===== config.mk =====
export PLATFORM = sky130hd
export DESIGN_NAME = tnoc_port_arbiter
export DESIGN_NICKNAME = d
export VERILOG_FILES = /design/src/rtl/tnoc_port_arbiter.sv
export SDC_FILE = /design/constraint.sdc
export NUM_CORES = 1
export LEC_CHECK = 0
export ABC_AREA = 1
export CAP_MARGIN = 0
export CORE_MARGIN = 8
export CORE_UTILIZATION = 58
export DETAILED_ROUTE_END_ITERATION = 12
export DONT_BUFFER_PORTS = 1
export GPL_TIMING_DRIVEN = 0
export PLACE_DENSITY = 0.85
export SYNTH_ARGS = -nofsm -noshare
export SYNTH_HDL_FRONTEND = slang
export SYNTH_SLANG_ARGS = --single-unit

===== constraint.sdc =====
create_clock -name clk -period 2.25 [get_ports clk]
set_clock_uncertainty 0.05 [all_clocks]
set_input_delay 0.45 -clock clk [delete_from_list [all_inputs] [get_ports clk]]
set_output_delay 0.45 -clock clk [all_outputs]
set_load 0.02 [all_outputs]

===== src/rtl/tnoc_port_arbiter.sv =====
// Round-robin output-port arbiter: grants one requester at a time and holds
// the grant until that requester signals release on its tail flit.
//
// state  | meaning
// IDLE   | no grant held; arbitrate among enabled requests from pointer P
// LOCKED | one grant held; waiting for i_free from the granted requester
module tnoc_port_arbiter #(
    parameter int                    REQUESTERS      = 5,
    parameter logic [REQUESTERS-1:0] AVAILABLE_PORTS = {REQUESTERS{1'b1}}
) (
    input  logic                  clk,
    input  logic                  rst_n,
    input  logic [REQUESTERS-1:0] i_request,
    input  logic [REQUESTERS-1:0] i_free,
    output logic [REQUESTERS-1:0] o_grant,
    output logic                  o_busy,
    output logic [2:0]            o_grant_index
);

    localparam logic [0:0] ST_IDLE   = 1'b0;
    localparam logic [0:0] ST_LOCKED = 1'b1;
    localparam logic [2:0] LAST_IDX  = 3'(REQUESTERS - 1);
    localparam logic [REQUESTERS-1:0] ONE_HOT_0 = {{(REQUESTERS-1){1'b0}}, 1'b1};

    logic [0:0]            state_q, state_d;
    logic [REQUESTERS-1:0] grant_q, grant_d;
    logic [2:0]            index_q, index_d;
    logic [2:0]            ptr_q, ptr_d;
    logic                  busy_q, busy_d;

    logic [REQUESTERS-1:0]   eff_req;
    logic [2*REQUESTERS-1:0] req_dbl;
    logic [2*REQUESTERS-1:0] req_rot_full;
    logic [REQUESTERS-1:0]   req_rot;
    logic [REQUESTERS-1:0]   probe;
    logic                    found;
    logic [2:0]              win_idx;
    int                      sum;
    logic                    release_hit;
    logic [2:0]              ptr_after_release;

    assign eff_req = i_request & AVAILABLE_PORTS;

    // Rotating the doubled vector puts requester P at bit 0, so the first set
    // bit found is the round-robin winner.
    assign req_dbl      = {eff_req, eff_req};
    assign req_rot_full = req_dbl >> ptr_q;
    assign req_rot      = req_rot_full[REQUESTERS-1:0];

    always_comb begin
        found   = 1'b0;
        win_idx = ptr_q;
        sum     = 0;
        probe   = '0;
        for (int k = 0; k < REQUESTERS; k++) begin
            probe = req_rot >> k;
            if (!found && probe[0]) begin
                found = 1'b1;
                sum   = int'(ptr_q) + k;
                if (sum >= REQUESTERS) begin
                    sum = sum - REQUESTERS;
                end
                win_idx = 3'(sum);
            end
        end
    end

    assign release_hit       = (state_q == ST_LOCKED) && |(i_free & grant_q);
    assign ptr_after_release = (index_q == LAST_IDX) ? 3'd0 : index_q + 3'd1;

    always_comb begin
        state_d = state_q;
        grant_d = grant_q;
        index_d = index_q;
        ptr_d   = ptr_q;
        busy_d  = busy_q;
        case (state_q)
            ST_IDLE: begin
                if (found) begin
                    state_d = ST_LOCKED;
                    grant_d = ONE_HOT_0 << win_idx;
                    index_d = win_idx;
                    busy_d  = 1'b1;
                end
            end
            ST_LOCKED: begin
                // Release wins over any same-cycle request; the freed
                // requester competes again only from the following IDLE cycle.
                if (release_hit) begin
                    state_d = ST_IDLE;
                    grant_d = '0;
                    index_d = 3'd0;
                    busy_d  = 1'b0;
                    ptr_d   = ptr_after_release;
                end
            end
            default: begin
                state_d = ST_IDLE;
                grant_d = '0;
                index_d = 3'd0;
                busy_d  = 1'b0;
            end
        endcase
    end

    always_ff @(posedge clk or negedge rst_n) begin
        if (!rst_n) begin
            state_q <= ST_IDLE;
            grant_q <= '0;
            index_q <= 3'd0;
            ptr_q   <= 3'd0;
            busy_q  <= 1'b0;
        end else begin
            state_q <= state_d;
            grant_q <= grant_d;
            index_q <= index_d;
            ptr_q   <= ptr_d;
            busy_q  <= busy_d;
        end
    end

    assign o_grant       = grant_q;
    assign o_busy        = busy_q;
    assign o_grant_index = index_q;

endmodule


==> out/qor.yml <==
synth_edf_count: 0
dp.cells: 271
max_cap_viol_count: 0
crit_fanout: 13
grt_antenna_before_repair: 0
dr.pass1.iters: 6
clkTransAtPathRegs_ns: 0.08
p_clk_frac: 0.317
hold_violations: 0
power_switching_uw: 139
ys_warn_count: 0
diodes: 0
num-nets-final: 280
cpMaxStageDelayCell: "dfrtp_2"
drt_wl_total_um: 5130
dp_hpwl_um: 2920
status: "finished with violations"
start_util: 0.594
critPathCaptureType: "register"
synth_area_um2: 1580
tightest_slew_ns: 0.572
layout_setup_ws_ns: -0.107
seq_area_frac_synth: 0.206
grt_pass1_vias: 1435
cts_tree: "built"
fp.dieW_um: 68.2
die_area_um2: 4660
io_buffer_count: 0
drtAntennaViolNets: 0
switching_share: 0.294
finalSetupViolCount: 4
cp.arrival_ns: 2.53
core-area_um2: 2660
min_period_ns: 2.36
post-route-util: 0.749
synthArstFlopShare: 1.00
drc_errors: 0
wire_per_inst_um: 17.9
ys_dominant_reg_cell: "dfrtp_1"
start_kind: "register"
rows: 19
clock_tree.buffer_depth: 2
cts_sinks: 13
finalNonFillerCells: 287
synth-seq-cells: 13
drt_iter0_markers: 151
grt.overflow.total: 0
dr_total_vias: 1748
violations: "setup timing"
drive_gt1_frac: 0.340
routed_via_density: 6.09
numCtsBuffers: 3
maxSlewViolCount: 0
synth_nets: 263
power_uw: 473
slew_headroom: 0.618
grt_pass1_wl_um: 6330
hold_class: "in2reg"
synthCells: 240
grt_max_degree: 14
rsz0062_at_grt: "true"
seq_power_share: 0.493
htreeDepth: 1
combPwrFrac: 0.190
crit_chain: "buf_12 > inv_8 > ha_4 > ha_4 > o21ai_0 > o21a_1 > nand3_1 > nand2_1 > inv_1 > nand2_1 > nand2_2 > nor2_2 > nand2_1 > nand2_1"
cp_common_cell: "nand2_1"
max_stage_delay_ns: 0.43
worstPathRequired_ns: 2.43
ir_drop_uv: 487
intPower_uw: 334
place.gp.congestion: 0.831
max_freq_mhz: 424
p_per_area_nw_per_um2: 237
io_pins: 21
synth_cell_type_count: 33
die_h_um: 68.2
leakage_uw: 0.00100
clkLatencyLatePin_ns: 0.29
cts-root-buf: "clkbuf_4"
avgSynthCellArea_um2: 6.59
areaGrowthSynthToFinish_pct: 26.0
path_class: "reg2reg"
finalCritPeriodShare: 1.05
grtUsageTotal: 0.176
-- worst paths after layout --
kind	slack (ns)	endpoint	from	cells after the start
min in group asynchronous	0.54	o_grant_index[2]	rst_n	1
worst min register to register	0.58	state_q	state_q	2
worst min-delay path	0.35	state_q	i_free[2]	3
max in group asynchronous	1.20	ptr_q[1]	rst_n	1
worst max register to register	-0.11	o_grant[4]	ptr_q[1]	14
worst max-delay path	-0.11	o_grant[4]	ptr_q[1]	14
-- worst max-delay path, delay by kind of cell, from the launching register on --
kind,cells,cell delay [ns]
AOI/OAI and AO/OA,2,0.51
adders and majority gates,2,0.37
buffers and inverters,3,0.31
DFF,1,0.43
and+or+nand+nor,7,0.62
-- cell usage after synthesis (2+ instances only) --
cell type | n | area (um^2)
buf_6 | 2 | 22.5
clkinv_2 | 2 | 10.0
nand2_2 | 16 | 100
buf_2 | 2 | 10.0
inv_1 | 21 | 78.8
o211ai_1 | 2 | 15.0
nand3_2 | 10 | 100
dfrtp_1 | 13 | 325
a21oi_1 | 5 | 25.0
xor2_1 | 4 | 35.0
nor2_1 | 8 | 30.0
o21ai_0 | 9 | 45.0
ha_1 | 10 | 125
nand2_4 | 2 | 22.5
o21ai_1 | 7 | 35.0
nand2_1 | 88 | 330
inv_2 | 2 | 7.51
nand3_1 | 22 | 110
-- layer usage --
layer	GRT usage	wire length [um]	up-vias
met5	0	0	-
met4	0.0691	244	0
met3	0.0278	345	25
met2	0.295	2520	81
met1	0.219	2020	838
li1	-	-	804
-- registers in the layout (all words and copies together) (netlist names) --
| register | flops |
|---|---|
| ptr_q | 3 |
| o_grant | 5 |
| o_grant_index | 3 |
| o_busy | 1 |
| state_q | 1 |
-- cell families (layout without fill, tap and decap cells) --
logic type / Yosys count / after routing / share of synthesized area
flops: 13 / 13 / 0.206
buf+inv: 32 / 48 / 0.0957
xor+xnor: 5 / 5 / 0.0277
simple gates: 151 / 151 / 0.474
compound gates: 28 / 28 / 0.106
fa+ha+maj: 11 / 11 / 0.0917
-- metrics by stage --
stage          hold WS (ns)  setup WS [ns]  instance area, um^2  TNS [ns]
6_report              0.345         -0.107                 1990    -0.148
5_1_grt               0.362         -0.205                 1990    -0.751
4_1_cts               0.352        0.00703                 1720         0
3_5_place_dp          0.105         -0.259                 1620     -1.55
3_3_place_gp          0.105         -0.216                 1620     -1.28
2_1_floorplan         0.104         0.0417                 1580         0
-- cell usage in the layout (no fill, tap or decap), drive strengths merged --
cell         synthesis  final
dlygate4sd3          0      1
dfrtp               13     13
inv                 25     26
nand4                1      1
nand2              106    106
ha                  10     10
nand3               33     33
clkbuf               0      4
o211ai               2      2
o22ai                1      1
fa                   1      1
a22o                 1      1
nor2                10     10
a221oi               1      1
o21a                 1      1
a21oi                5      5
buf                  5     16
xor2                 4      4
clkinv               2      1
o21ai               17     17
or2                  1      1
xnor2                1      1
-- cell type report --
class	count	area (um^2)
multi-input combinational	195	1330
fill	179	668
sequential	13	328
inverter	27	120
timing repair buffer	12	104
buffer	5	51.3
tap	31	38.8
clock buffer	4	26.3
-- power groups by stage --
stage          sequential, uW  combinational (uW)  clock (uW)
2_1_floorplan             238                51.9           0
3_5_place_dp              238                61.3           0
5_1_grt                   233                97.5         156
3_3_place_gp              238                60.2           0
6_report                  233                89.9         150
4_1_cts                   233                69.6         143
-- repair_timing --
| item | in CTS | in global routing |
|---|---|---|
| gates resized for setup | 7 | 57 |
| endpoints found under the hold margin | 13 | 0 |
| hold buffers | 1 | 0 |
| setup buffers | 4 | 7 |
| setup endpoints to repair | 8 | 8 |
| pin swaps | 3 | 18 |
(Power assumes the default switching activity.)
